--- config.mk ---
export PLATFORM = sky130hd
export DESIGN_NAME = pwm_gen_multiphase_dt
export DESIGN_NICKNAME = d
export VERILOG_FILES = /design/src/rtl/pwm_pkg.sv /design/src/rtl/pwm_deadtime_ch.sv /design/src/rtl/pwm_gen_multiphase_dt.sv
export SDC_FILE = /design/constraint.sdc
export NUM_CORES = 1
export LEC_CHECK = 0
export CORE_MARGIN = 4
export CORE_UTILIZATION = 25
export CTS_CLUSTER_SIZE = 14
export DETAILED_ROUTE_END_ITERATION = 8
export GPL_TIMING_DRIVEN = 0
export PLACE_DENSITY_LB_ADDON = 0.1
export SKIP_CTS_REPAIR_TIMING = 1
export SLEW_MARGIN = 0
export SYNTH_ARGS = -nofsm -noshare
export SYNTH_HDL_FRONTEND = slang
export SYNTH_SLANG_ARGS = --single-unit
--- constraint.sdc ---
create_clock -name clk -period 7.2 [get_ports clk]
set_clock_uncertainty 0.2 [all_clocks]
set_input_delay 0.72 -clock clk [delete_from_list [all_inputs] [get_ports clk]]
set_output_delay 0.72 -clock clk [all_outputs]
set_load 0.01 [all_outputs]
--- src/rtl/pwm_pkg.sv ---
// Shared types for the multi-phase PWM generator: dead-time states, carrier
// modes, counter direction and duty-word slicing.
package pwm_pkg;

    typedef enum logic [1:0] {
        DT_OFF = 2'd0,
        DT_HI  = 2'd1,
        DT_LO  = 2'd2
    } dt_state_e;

    typedef enum logic {
        MODE_EDGE   = 1'b0,
        MODE_CENTER = 1'b1
    } pwm_mode_e;

    typedef enum logic {
        DIR_UP   = 1'b0,
        DIR_DOWN = 1'b1
    } pwm_dir_e;

    // LSB of phase ch inside a packed CH*w duty bus
    function automatic int unsigned duty_lsb(input int unsigned ch, input int unsigned w);
        return ch * w;
    endfunction

endpackage

--- src/rtl/pwm_deadtime_ch.sv ---
// Per-phase dead-time inserter: turns one raw compare bit into complementary
// high/low gate drives with a programmable both-off gap at every transition.
module pwm_deadtime_ch
    import pwm_pkg::*;
#(
    parameter int unsigned DT_W = 8
) (
    input  logic            clk,
    input  logic            reset_n,
    input  logic            enable,
    input  logic            raw,
    input  logic [DT_W-1:0] dead_time,
    output logic            pwm_hi,
    output logic            pwm_lo
);

    dt_state_e       state_q, state_d;
    logic [DT_W-1:0] cnt_q, cnt_d;
    logic            tgt_q, tgt_d;
    logic            armed_q, armed_d;

    always_ff @(posedge clk or negedge reset_n) begin
        if (!reset_n) begin
            state_q <= DT_OFF;
            cnt_q   <= '0;
            tgt_q   <= 1'b0;
            armed_q <= 1'b0;
        end else begin
            state_q <= state_d;
            cnt_q   <= cnt_d;
            tgt_q   <= tgt_d;
            armed_q <= armed_d;
        end
    end

    // An unarmed channel treats its first raw sample as a change, so the
    // first side after reset/enable also waits out the full dead time.
    always_comb begin
        state_d = state_q;
        cnt_d   = cnt_q;
        tgt_d   = tgt_q;
        armed_d = armed_q;
        if (!enable) begin
            state_d = DT_OFF;
            cnt_d   = '0;
            tgt_d   = 1'b0;
            armed_d = 1'b0;
        end else if (!armed_q || (raw != tgt_q)) begin
            armed_d = 1'b1;
            tgt_d   = raw;
            cnt_d   = dead_time;
            if (dead_time == '0) begin
                state_d = raw ? DT_HI : DT_LO;
            end else begin
                state_d = DT_OFF;
            end
        end else if (state_q == DT_OFF) begin
            if (cnt_q <= DT_W'(1)) begin
                cnt_d   = '0;
                state_d = tgt_q ? DT_HI : DT_LO;
            end else begin
                cnt_d = cnt_q - DT_W'(1);
            end
        end
    end

    always_comb begin
        pwm_hi = (state_q == DT_HI);
        pwm_lo = (state_q == DT_LO);
    end

endmodule

--- src/rtl/pwm_gen_multiphase_dt.sv ---
// Multi-phase PWM generator: shared edge/center carrier, double-buffered
// period/duty/dead-time/mode, and per-phase complementary outputs with dead time.
module pwm_gen_multiphase_dt
    import pwm_pkg::*;
#(
    parameter int unsigned CH   = 3,
    parameter int unsigned W    = 16,
    parameter int unsigned DT_W = 8
) (
    input  logic            clk,
    input  logic            reset_n,
    input  logic            enable,
    input  logic            center_mode,
    input  logic [W-1:0]    pwm_period,
    input  logic [CH*W-1:0] duty,
    input  logic [DT_W-1:0] dead_time,
    input  logic            load,
    output logic [CH-1:0]   pwm_hi,
    output logic [CH-1:0]   pwm_lo,
    output logic            period_start,
    output logic            load_ack
);

    logic [W-1:0]    cnt_q, cnt_d, cnt_adv;
    pwm_dir_e        dir_q, dir_d, dir_adv;
    logic [W-1:0]    per_s_q, per_s_d;
    logic [CH*W-1:0] duty_s_q, duty_s_d;
    logic [DT_W-1:0] dt_s_q, dt_s_d;
    pwm_mode_e       mode_s_q, mode_s_d;
    logic            pend_q, pend_d;
    logic            pstart_q, pstart_d;
    logic            ack_q, ack_d;
    logic [CH-1:0]   raw_q, raw_d;
    logic            bnd, upd;

    always_ff @(posedge clk or negedge reset_n) begin
        if (!reset_n) begin
            cnt_q    <= '0;
            dir_q    <= DIR_UP;
            per_s_q  <= '0;
            duty_s_q <= '0;
            dt_s_q   <= '0;
            mode_s_q <= MODE_EDGE;
            pend_q   <= 1'b0;
            pstart_q <= 1'b0;
            ack_q    <= 1'b0;
            raw_q    <= '0;
        end else begin
            cnt_q    <= cnt_d;
            dir_q    <= dir_d;
            per_s_q  <= per_s_d;
            duty_s_q <= duty_s_d;
            dt_s_q   <= dt_s_d;
            mode_s_q <= mode_s_d;
            pend_q   <= pend_d;
            pstart_q <= pstart_d;
            ack_q    <= ack_d;
            raw_q    <= raw_d;
        end
    end

    // Center mode holds each endpoint for two cycles: the turn-around
    // cycle keeps the count and only flips direction.
    always_comb begin
        cnt_adv = '0;
        dir_adv = DIR_UP;
        if (per_s_q != '0) begin
            if (mode_s_q == MODE_EDGE) begin
                cnt_adv = (cnt_q >= per_s_q - W'(1)) ? '0 : cnt_q + W'(1);
            end else if (dir_q == DIR_UP) begin
                if (cnt_q >= per_s_q - W'(1)) begin
                    cnt_adv = cnt_q;
                    dir_adv = DIR_DOWN;
                end else begin
                    cnt_adv = cnt_q + W'(1);
                end
            end else if (cnt_q != '0) begin
                cnt_adv = cnt_q - W'(1);
                dir_adv = DIR_DOWN;
            end
        end
    end

    always_comb begin
        cnt_d    = cnt_q;
        dir_d    = dir_q;
        per_s_d  = per_s_q;
        duty_s_d = duty_s_q;
        dt_s_d   = dt_s_q;
        mode_s_d = mode_s_q;
        pend_d   = pend_q;
        pstart_d = 1'b0;
        ack_d    = 1'b0;
        bnd      = (cnt_adv == '0) && (dir_adv == DIR_UP);
        upd      = 1'b0;
        if (!enable) begin
            cnt_d    = '0;
            dir_d    = DIR_UP;
            per_s_d  = pwm_period;
            duty_s_d = duty;
            dt_s_d   = dead_time;
            mode_s_d = pwm_mode_e'(center_mode);
            pend_d   = 1'b0;
        end else begin
            cnt_d  = cnt_adv;
            dir_d  = dir_adv;
            upd    = bnd && (pend_q || load);
            pend_d = (pend_q || load) && !upd;
            if (upd) begin
                per_s_d  = pwm_period;
                duty_s_d = duty;
                dt_s_d   = dead_time;
                mode_s_d = pwm_mode_e'(center_mode);
            end
            pstart_d = bnd && (per_s_d != '0);
            ack_d    = upd;
        end
    end

    // Compare keeps running while disabled so raw is already valid on re-enable.
    always_comb begin
        raw_d = '0;
        for (int unsigned i = 0; i < CH; i++) begin
            raw_d[i] = (per_s_q != '0) && (cnt_q < duty_s_q[duty_lsb(i, W) +: W]);
        end
    end

    for (genvar g = 0; g < CH; g++) begin : g_ch
        pwm_deadtime_ch #(
            .DT_W(DT_W)
        ) u_dt (
            .clk       (clk),
            .reset_n   (reset_n),
            .enable    (enable),
            .raw       (raw_q[g]),
            .dead_time (dt_s_q),
            .pwm_hi    (pwm_hi[g]),
            .pwm_lo    (pwm_lo[g])
        );
    end

    assign period_start = pstart_q;
    assign load_ack     = ack_q;

endmodule
==> results.md, run 1 <==
Finish:
- The synthesis-to-finish area growth is 23.01%.
- For this run, the post-layout net count is 1,160.
- The commonest non-fill, non-tap cell in the layout is sky130_fd_sc_hd__dfrtp_1.
- The layout cell share with drive strength beyond 1 is 0.1270.
- The count of antenna diodes in the layout is 0.
- At the end of the flow the core is filled with cells to 0.3133.
- The library cells used most frequently in the layout, excluding fill and tap cells, are 132 x sky130_fd_sc_hd__dfrtp_1, 83 x sky130_fd_sc_hd__clkdlybuf4s50_1, 79 x sky130_fd_sc_hd__nor2_1.

CTS:
- At the later pin of the worst-skew pair, clock insertion delay measures 0.44 ns.
- The cell sitting at the root of the clock tree is a sky130_fd_sc_hd__clkbuf_16.
- The clock drives 132 sinks.
- In this run the number of H-tree levels came out at 4.
- The number of buffers created by CTS is 17.
- After clock tree synthesis, the clock-pin slew on the worst setup and hold paths is 0.07 ns.
- TritonCTS built the clock tree.
- In this run the deepest clock path goes through 2 buffers.

Floorplanning:
- The floorplan die area is 0.03853 sq mm.
- In this run the standard cell core region covers 0.03480 sq mm.
- The horizontal extent of the die is 196.3 um.
- For this configuration, the core starts out at a cell density of 0.2547.
- The I/O pin count is 85.
- The floorplan has 68 rows.
- The die span in y is 196.3 um.

Synth:
- The net count after synthesis is 1,056.
- After technology mapping, the gate count stands at 907.
- In this run, synthesis inferred 0 flip-flops with an integrated enable.
- The share of the Yosys chip area taken by registers is 0.3727.
- The number of warnings printed during yosys synthesis is 0.
- The synthesized area is 0.008862 sq mm.
- Synthesis inferred 132 register bits.
- Synthesis instantiated 71 different standard cells from the library.
- The most used flip-flop cell after synthesis is sky130_fd_sc_hd__dfrtp_1.
- The average footprint of a synthesized cell is 9.771 sq um.
- The async set or reset register ratio after synthesis is 1.000.

Route:
- The ratio of routed vias to standard cells is 4.645.
- After the first detailed-routing iteration, the DRC count stood at 322.
- The final wirelength is 26,280 um.
- Summing over every cut layer, the via total after detailed routing is 6,870.
- In this run the remaining antenna-violating nets after routing total 0.
- Dividing the detail-routed wire length by the instance count gives 17.77 um.
- The number of remaining DRC errors is 0.
- The first TritonRoute pass finished after 5 iterations.

Critical path:
- Tracing the worst setup path back leads to its startpoint at per_s_q[7].
- The data required time of the critical path is 7.32 ns.
- The highest fanout seen on the critical path is 10.
- The critical path goes through nor4_1, nand2_1, nor3_1, xnor2_1, ha_1, nand4_1, or4_1, o32a_1, nand2_2, inv_2, ha_1, nor2_1, a311o_1, o21ai_1, nor2_1, a211oi_1, nor4bb_1, o2111ai_1, o21a_1, buf_6, buf_6, mux2_4.
- For the worst flop-to-flop path, the logic depth is 22.
- Among all stages on the critical path, the largest delay is contributed by sky130_fd_sc_hd__nor4_1.
- The worst setup path is captured at a register.
- The class of the most critical setup path is reg -> reg.
- The largest single stage delay on the critical path is 0.70 ns.
- The startpoint of the lowest-slack register-to-register path is per_s_q[7].
- The endpoint identified for the worst register-to-register timing path is duty_s_q[46].
- Following the worst setup path forward leads to its endpoint at duty_s_q[46].
- Data arrives at the worst endpoint at 6.60 ns.
- STA classifies the critical path startpoint as a register.
- The reg-to-reg setup timing slack is 0.72 ns.

STA:
- The highest achievable clock rate is 154.3 MHz.
- The ratio of final minimum period to clock period is 0.9001.
- The worst pin sits at a relative slew slack of 0.4724.
- The hold violation total from the final report was 0.
- The pin slew with the least headroom to its limit is 0.7877 ns.
- Setup repair after global routing left no endpoint under its margin.
- The minimum clock period after layout is 6.481 ns.
- Setup violations remaining at the end of the flow were counted as 0.
- The number of pins exceeding their max-slew limit in the final report came to 0.

Placed design:
- The detailed placer's ending HPWL is 19,390 um.
- At the end of routability-driven placement, the weighted congestion stood at 0.8529.
- During placement, the flow inserted port buffers numbering 84.

Flow run:
- Across the run, the number of max-cap violations was 0.

Global route:
- The total overflow left after global routing is 0.
- In the global route stage, overall resource usage came out at 0.1380.
- The pin count of the biggest net entering global routing is 69.
- The number of antenna violations at the first check in global routing was 1.
- The first-pass GRT wire length is 41,460 um.
- The number of global-route vias before repair is 7,072.

Power and ir drop:
- The overall power is 2.528 mW.
- The power per unit of standard cell area is 231.9 mW/mm^2.
- The static power due to leakage is 4.993 nW.
- IR analysis of the VDD net gives a maximum drop of 0.1462 mV.

Hold path:
- The class of the worst hold path is in -> async.

Run status:
- The flow ran to the end, and the final reports show no timing, DRC or antenna violations.
cells in the mapped netlist, types with 4 or more instances:
master	n	area [sq um]
sky130_fd_sc_hd__a211oi_1	4	30.03
sky130_fd_sc_hd__a21o_1	20	150.1
sky130_fd_sc_hd__a21oi_1	45	225.2
sky130_fd_sc_hd__a22oi_1	11	82.58
sky130_fd_sc_hd__a31oi_1	11	68.82
sky130_fd_sc_hd__and2_1	10	62.56
sky130_fd_sc_hd__and3_1	8	50.05
sky130_fd_sc_hd__and4_1	5	43.79
sky130_fd_sc_hd__buf_4	6	45.04
sky130_fd_sc_hd__buf_6	9	101.4
sky130_fd_sc_hd__clkbuf_1	22	82.58
sky130_fd_sc_hd__dfrtp_1	132	3303
sky130_fd_sc_hd__ha_1	72	900.9
sky130_fd_sc_hd__inv_1	63	236.5
sky130_fd_sc_hd__mux2_4	70	1051
sky130_fd_sc_hd__nand2_1	60	225.2
sky130_fd_sc_hd__nand2b_1	9	56.30
sky130_fd_sc_hd__nand3_1	16	80.08
sky130_fd_sc_hd__nand4_1	13	81.33
sky130_fd_sc_hd__nor2_1	79	296.5
sky130_fd_sc_hd__nor2b_1	14	87.58
sky130_fd_sc_hd__nor3_1	34	170.2
sky130_fd_sc_hd__nor4_1	15	93.84
sky130_fd_sc_hd__o21a_1	4	30.03
sky130_fd_sc_hd__o21ai_0	48	240.2
sky130_fd_sc_hd__o31ai_1	7	52.55
sky130_fd_sc_hd__or3_1	8	50.05
sky130_fd_sc_hd__or4_1	5	37.54
sky130_fd_sc_hd__xnor2_1	24	210.2
sky130_fd_sc_hd__xor2_1	19	166.4
how the worst min path moves through the flow:
stage / endpoint / slack [ns] / depth (start not counted)
global route: g_ch[0].u_dt.cnt_q[0] / 0.12 / 1
floorplan: cnt_q[0] / 0.22 / 0
detailed placement: duty_s_q[2] / 0.29 / 1
finish: g_ch[0].u_dt.cnt_q[0] / 0.08 / 1
global placement: g_ch[1].u_dt.cnt_q[6] / 0.29 / 2
CTS: g_ch[0].u_dt.cnt_q[0] / 0.09 / 1
layout make-up:
cell class	count	area (sq um)
inverter	65	244.0
fill	3625	23900
sequential	132	3303
timing repair buffer	85	869.6
clock buffer	18	439.2
buffer	38	232.7
multi-input combinational	672	5089
clock inverter	14	155.1
tap	455	569.3
layer usage:
layer	share of wire	track usage	vias to the layer above
met1	0.49	0.1888	3269
li1	-	-	3467
met3	0.036	0.02971	23
met5	0	0	-
met2	0.46	0.2210	111
met4	0.014	0.03776	0
state kept, by name, summed over array words and instances (netlist names), 3 cells and up:
signal             cells
duty_s_q              48
g_ch.u_dt.cnt_q       24
cnt_q                 16
per_s_q               16
dt_s_q                 8
g_ch.u_dt.state_q      6
g_ch.u_dt.armed_q      3
g_ch.u_dt.tgt_q        3
raw_q                  3
cells by family after synthesis:
logic type / after synthesis / synth area share
compound gates: 190 / 0.1384
xor+xnor: 43 / 0.04250
fa+ha+maj: 72 / 0.1017
buf+inv: 103 / 0.05379
flops: 132 / 0.3727
mux: 75 / 0.1248
simple gates: 292 / 0.1662
worst max-delay path: cells and delay by family (launching register included):
family	cells	cell delay [ns]
AO/OA/AOI/OAI	6	1.71
XOR/XNOR	1	0.10
adder cells (fa/ha/maj)	2	0.62
buffers and inverters	3	0.52
flip-flops	1	0.43
multiplexers	1	0.30
AND/OR/NAND/NOR	9	2.45
power by group:
part | internal, mW | total [mW] | switching, mW
clock | 0.522 | 0.898 | 0.376
combinational | 0.354 | 0.670 | 0.316
sequential | 0.845 | 0.960 | 0.115
total | 1.72 | 2.53 | 0.808
per-stage QoR:
stage          setup slack (ns)  std cells  cell area [sq um]  hold slack [ns]  TNS [ns]
3_5_place_dp             0.5369       1447              10300           0.2939         0
5_1_grt                  0.2407       1479              10900           0.1150         0
3_3_place_gp            -0.8077       1446              10270           0.2892   -104.88
2_1_floorplan             1.702        907               8862           0.2244         0
4_1_cts                  0.4720       1479              10900          0.09057         0
6_report                 0.7193       1479              10900          0.07588         0
Note: power is estimated with default switching activity, not from simulation.
==> run 2, diff against run 1 <==
DONT_BUFFER_PORTS = 1   (was unset)
SETUP_SLACK_MARGIN = 0.15   (was unset)
==> run 2 against run 1 <==
  * The flow now finishes with violations (hold timing)
  * Critical path type unchanged
  * Largest cell class unchanged
  * Critical endpoint is now mode_s_q
  * Setup slack better by 0.023 ns
  * Utilization decreased by 2.3 points
  * Flip-flop and latch count unchanged
  * Highest routed layer unchanged
==> results.md, run 2 (synthesized netlist as in run 1, its figures left out) <==
Critical path:
- The endpoint identified for the worst register-to-register timing path is mode_s_q.
- The reg-to-reg setup timing slack is 0.74 ns (+0.02 ns).
- The data arrival time of the critical path is 6.57 ns (-0.03 ns).
- The highest fanout seen on the critical path came to 10 (unchanged).
- The startpoint of the lowest-slack register-to-register path is per_s_q[0].
- The class of the most critical setup path is reg -> reg.
- The type of element capturing the critical path is a register.
- The data required time of the critical path is 7.31 ns (about the same).
- The number of cell instances on the worst register-to-register path is 24 (+9.1%).
- The element type at the critical path start is a register.

STA:
- The highest achievable clock rate is 154.8 MHz (+0.35%).
- The worst-case setup margin in the final layout is 0.7420 ns (+0.02272 ns).
- The setup-violating endpoint count in the final report is 0 (unchanged).
- Setup repair after global routing left no endpoint under its margin.
- The hold violation total from the final report is 12 (+12).
- The accumulated negative setup slack is 0 ns (unchanged).
- The pin slew with the least headroom to its limit is 0.8308 ns (+0.04309 ns).
- The ratio of final minimum period to clock period is 0.8969 (-0.003156).
- The minimum clock period after layout came to 6.458 ns (-0.02272 ns).
- The worst hold-check slack was -0.04258 ns (-0.1185 ns).
- The worst slew slack as a fraction of its limit was 0.4462 (-0.02628).
- The number of pins exceeding their max-slew limit in the final report is 0 (unchanged).

Floorplanning:
- The floorplan die area is 0.03853 sq mm (unchanged).
- The area of the placeable core is 0.03480 sq mm (unchanged).
- The die span in y is 196.3 um (unchanged).
- The effective utilization at floorplan is 0.2547 (unchanged).
- The row count is 68 (unchanged).
- The horizontal extent of the die is 196.3 um (unchanged).
- The I/O pin count is 85 (unchanged).

Power and ir drop:
- The sequential cell fraction of total power was 0.381 (about the same).
- The switching power share of the total was 0.3099 (-0.009577).
- The peak supply drop is 0.1660 mV (+14%).
- The power per unit of standard cell area came to 250.6 mW/mm^2 (+8.1%).
- The overall power is 2.528 mW (about the same).
- The static power due to leakage is 4.692 nW (-6.0%).
- The portion of total power attributed to combinational logic is 0.246 (-0.019).
- The clock network fraction of total power is 0.373 (+0.018).
- The internal power of the cells is 1.745 mW (+1.4%).
- The net switching power is 0.7835 mW (-3.0%).

Route:
- The count of TritonRoute iterations in the first routing pass came to 5 (unchanged).
- The antenna violation net count after detailed routing was 0 (unchanged).
- The first-iteration detailed-routing DRC count is 356 (+11%).
- The final wirelength was 26,560 um (+1.1%).
- The number of remaining DRC errors is 0 (unchanged).
- The average wire length per cell after detail routing is 19.04 um (+7.2%).
- The ratio of routed vias to standard cells was 4.763 (+2.5%).
- The vias after detailed routing is 6,644 (-3.3%).

Finish:
- The flip-flop count of the largest register, all copies and words added was 48 (unchanged).
- The largest registers in the layout are duty_s_q: 48 flops, g_ch.u_dt.cnt_q: 24 flops.
- The fill cell total of the finished layout is 3,666 (+1.1%).
- The design area is 0.01009 sq mm (-7.4%).
- The commonest non-fill, non-tap cell in the layout is sky130_fd_sc_hd__dfrtp_1.
- The post-layout instance count excluding filler cells was 1,395 (-5.7%).
- The area growth from synthesis to layout is 13.85%.
- The net count reported at finish is 1,076 (-7.2%).
- The end-of-flow core utilization came to 0.2899 (-0.02333).
- The count of antenna diodes in the layout is 0 (unchanged).
- The layout cell share with drive strength beyond 1 is 0.1372 (+0.01028).
- Leaving out fill and tap cells, the most frequent cells in the layout are 132 x sky130_fd_sc_hd__dfrtp_1, 79 x sky130_fd_sc_hd__nor2_1, 72 x sky130_fd_sc_hd__ha_1.
- The top register by number of flip-flops is duty_s_q.

Run status:
- The flow ran to the end, but the final reports show violations.
- The final reports fail on hold timing.

Global route:
- The number of global-route vias before repair is 6,891 (-2.6%).
- The sum of overflow across all layers after global routing is 0 (unchanged).
- The overall track demand over capacity in global routing was 0.1405 (+0.002501).
- The number of antenna violations at the first check in global routing came to 1 (unchanged).
- The pin count of the biggest net entering global routing is 133 (+93%).
- The first-pass GRT wire length is 41,910 um (+1.1%).

Placed design:
- The count of port buffers added during placement was 0 (-100%).
- The detailed placer's ending HPWL came to 19,280 um (-0.60%).
- The placer congestion estimate was 0.8425 (-1.2%).
- The instance count after placement with tap cells included is 1,362 (-5.9%).
- The standard cell area after detailed placement is 0.009432 sq mm (-8.4%).
- The post-place setup slack came to 0.4647 ns (-0.07217 ns).

CTS:
- The clock input transition at the sequential cells of the worst setup and hold paths is 0.06 ns (about the same).
- The clock latency on the worst-skew pair is 0.43 ns (about the same).
- TritonCTS built the clock tree.
- In this run the clock root is driven by a sky130_fd_sc_hd__clkbuf_16.
- The maximum count of clock buffers along a single path is 2 (unchanged).
- The total number of clock tree sinks is 132 (unchanged).
- The number of levels the H-tree was split into came to 4 (unchanged).
- The number of buffers created by CTS was 17 (unchanged).

Flow run:
- The number of max-cap violations came to 0 (unchanged).

Hold path:
- The class of the worst hold path is in -> async.
[run 2: changes by cell type in the layout (fill, tap and decap cells not counted), moves of 2 or more]
cell	delta
sky130_fd_sc_hd__clkinv_4	-2
sky130_fd_sc_hd__clkinvlp_4	-2
sky130_fd_sc_hd__clkdlybuf4s50_1	-83
sky130_fd_sc_hd__clkinv_2	+4
sky130_fd_sc_hd__bufinv_16	+2
sky130_fd_sc_hd__inv_6	-2
[run 2: cell type report]
type,instances,area (sq um),share of cell area
Buffer,38,232.7,0.02307
Clock buffer,18,439.2,0.04353
Clock inverter,14,185.2,0.01835
Inverter,65,244.0,0.02418
Multi-Input combinational cell,672,5089,0.5043
Sequential cell,132,3303,0.3274
Tap cell,455,569.3,0.05642
Timing Repair Buffer,1,27.53,0.002728
[run 2: worst max-delay path by stage]
| stage | cells after the start | startpoint | to | slack, ns |
|---|---|---|---|---|
| 6_report | 24 | per_s_q[0] | mode_s_q | 0.74 |
| 5_1_grt | 24 | per_s_q[0] | duty_s_q[46] | 0.20 |
| 4_1_cts | 24 | per_s_q[0] | mode_s_q | 0.38 |
| 3_5_place_dp | 24 | per_s_q[0] | duty_s_q[47] | 0.46 |
| 3_3_place_gp | 24 | per_s_q[0] | duty_s_q[46] | 0.52 |
| 2_1_floorplan | 24 | per_s_q[0] | dt_s_q[3] | 1.70 |
[run 2: worst max-delay path: stages (launching register included)]
cell	delay (ns)
sky130_fd_sc_hd__dfrtp_1	0.40
sky130_fd_sc_hd__inv_1	0.11
sky130_fd_sc_hd__ha_1	0.23
sky130_fd_sc_hd__nor4b_2	0.42
sky130_fd_sc_hd__nand2_1	0.19
sky130_fd_sc_hd__nor3_1	0.28
sky130_fd_sc_hd__xnor2_1	0.11
sky130_fd_sc_hd__ha_1	0.29
sky130_fd_sc_hd__nand4_1	0.12
sky130_fd_sc_hd__or4_1	0.56
sky130_fd_sc_hd__o32a_1	0.40
sky130_fd_sc_hd__nand2_2	0.25
sky130_fd_sc_hd__inv_2	0.14
sky130_fd_sc_hd__ha_1	0.30
sky130_fd_sc_hd__nor2_1	0.04
sky130_fd_sc_hd__a311o_1	0.31
sky130_fd_sc_hd__o21ai_1	0.16
sky130_fd_sc_hd__nor2_1	0.07
sky130_fd_sc_hd__a211oi_1	0.27
sky130_fd_sc_hd__nor4bb_1	0.25
sky130_fd_sc_hd__o2111ai_1	0.29
sky130_fd_sc_hd__o21a_1	0.28
sky130_fd_sc_hd__buf_6	0.17
sky130_fd_sc_hd__buf_6	0.19
sky130_fd_sc_hd__mux2_4	0.31
[run 2: per-layer routing]
layer	global-route usage	up-vias	wire, um
li1	-	3296	-
met1	0.1942	3194	12850
met2	0.2272	135	12400
met3	0.03126	19	1044
met4	0.02793	0	269
met5	0	-	0
[run 2: power groups by stage]
stage	logic, mW	clock network (mW)	registers (mW)
final	0.622	0.944	0.962
after global placement	0.611	0	0.978
after floorplan	0.498	0	0.928
after CTS	0.615	0.986	0.965
after global routing	0.709	1.01	0.979
after detailed placement	0.611	0	0.976
==> RTL change, RTL diff (settings of run 1) <==
`W`: 16 -> 32.
--- a/src/rtl/pwm_gen_multiphase_dt.sv
+++ b/src/rtl/pwm_gen_multiphase_dt.sv
@@ -4,7 +4,7 @@
     import pwm_pkg::*;
 #(
     parameter int unsigned CH   = 3,
-    parameter int unsigned W    = 16,
+    parameter int unsigned W    = 32,
     parameter int unsigned DT_W = 8
 ) (
     input  logic            clk,
Interface: changed (resized duty and pwm_period); port bits go from 85 to 149. The function was not compared with the original's and may differ.
==> RTL change against run 1 <==
- the run now ends with setup timing left
- sequential cell count grew 80
- design area is 83% higher
- clock power increased by 69%
- power up 68%
- sequential power up 58%
- global-route usage up 3.4 points
- setup slack worse by 1.3 ns
- area after synthesis up 74%
- fmax decreased by 17%
- routed wire length increased by 130%
- critical path depth up 6
- synthesized cell count up 76%
- highest routed layer is now met5
==> RTL change: results (changes against run 1) <==
- Result of the run: finished with violations
- Violated checks: setup timing
- Largest cells by area after synthesis: sky130_fd_sc_hd__dfrtp_1 34%, sky130_fd_sc_hd__ha_1 11%, sky130_fd_sc_hd__mux2_4 9.7%
- Met3 track utilization from global routing: 2.28% (-0.69 points)
- Static Leak: 9.04 nW (+81%)
- Final cell count without fillers: 2624 (+77%)
- Crit path launch: per_s_q[3]$_DFF_PN0_
- Uppermost signal routing layer after detailed routing: met5
- Met2 WL: 28500 um (+130%)
- Arrival time at the worst endpoint: 8.08 ns (+1.48 ns)
- Hold Worst Slack: 0.298 ns (+0.222 ns)
- Port Buffers: 148 (+76%)
- Number of unique standard cell types used by synthesis: 86 (+21%)
- Maximum VDD drop: 0.000146 V (-0.34%)
- Routed wire per std cell: 22.8 um (+28%)
- Global Route met2 Usage: 29.5% (+7.4 points)
- Worst setup slack before clock tree synthesis: -2.65 ns (-3.19 ns)
- Number of levels in the clock H-tree: 1 (-3)
- Min-delay worst type: reg2reg
- Worst-path cell with the longest stage delay: sky130_fd_sc_hd__or4_4
- FF-to-FF End: per_s_q[24]$_DFF_PN0_
- Worst setup margin: -0.604 ns (-1.32 ns)
- Average cell area after synthesis: 9.67 um2 (-1.0%)
- Clock network latency to the later pin of the worst-skew pair: 0.60 ns (+0.16 ns)
- Length of routed met3 wiring: 2310 um (+150%)
- Synthesized netlist net count: 1877 (+78%)
- Clk buf depth: 3 (+1)
- DP Area: 18000 um2 (+75%)
- Critical path's largest stage delay: 0.58 ns (-0.12 ns)
- Total Negative Setup Slacks: -77.03 ns (-77.03 ns)
- Placed insts: 2531 (+75%)
- First-pass GRT wire length: 87400 um (+110%)
- Switching power of the nets: 1.33 mW (+64%)
- Launching point of the worst reg2reg path: per_s_q[3]$_DFF_PN0_
- 1st-pass router iterations: 6 (+1)
- Detailed Route Iter0 Violations: 779 (+140%)
- Sequential element share of the synthesized area: 34.3% (-3.0 points)
- Metal-1 WL: 27000 um (+110%)
- Largest net degree at the start of global routing: 94 (+36%)
- Routability cong.: 0.914 (+7.1%)
- Worst-case headroom to the max-slew limit: 19.1% (-28 points)
- Setup Viol. Count Final: 137 (+137)
==> RTL change: cell types whose count changed after synthesis, moves of 28 or more <==
cell,before,now
sky130_fd_sc_hd__o21ai_0,48,76
sky130_fd_sc_hd__nor4_1,15,47
sky130_fd_sc_hd__nand2_1,60,93
sky130_fd_sc_hd__inv_1,63,124
sky130_fd_sc_hd__nor2_1,79,115
sky130_fd_sc_hd__mux2_4,70,100
sky130_fd_sc_hd__nand4_1,13,43
sky130_fd_sc_hd__ha_1,72,137
sky130_fd_sc_hd__xnor2_1,24,55
sky130_fd_sc_hd__dfrtp_1,132,212
==> RTL change: cells by family (layout without fill, tap and decap cells) <==
logic type	after synthesis	count (layout)	synth area share, %
buffers and inverters	201	444	6.47
muxes	139	139	12.5
adders and majority gates	137	137	11.1
AOI/OAI and AO/OA	306	306	13.2
xor gates and xnor gates	86	86	4.87
DFF	212	212	34.3
and+or+nand+nor	518	518	17.5
==> RTL change: power groups by stage <==
stage	Clock [mW]	Sequential (mW)	Combinational, mW
6_report	1.52	1.52	1.20
3_5_place_dp	0	1.53	1.09
3_3_place_gp	0	1.53	1.08
4_1_cts	1.58	1.51	1.10
5_1_grt	1.63	1.54	1.32
2_1_floorplan	0	1.47	0.760
==> RTL change: area by class of cell <==
| cell class | count | area (um2) |
|---|---|---|
| inverters | 126 | 480 |
| fillers | 6371 | 40900 |
| multi-input cells | 1186 | 9490 |
| clock inverters | 10 | 171 |
| plain buffers | 74 | 599 |
| clock buffers | 40 | 817 |
| flip-flops and latches | 212 | 5310 |
| well taps | 782 | 978 |
| repair buffers | 194 | 2100 |
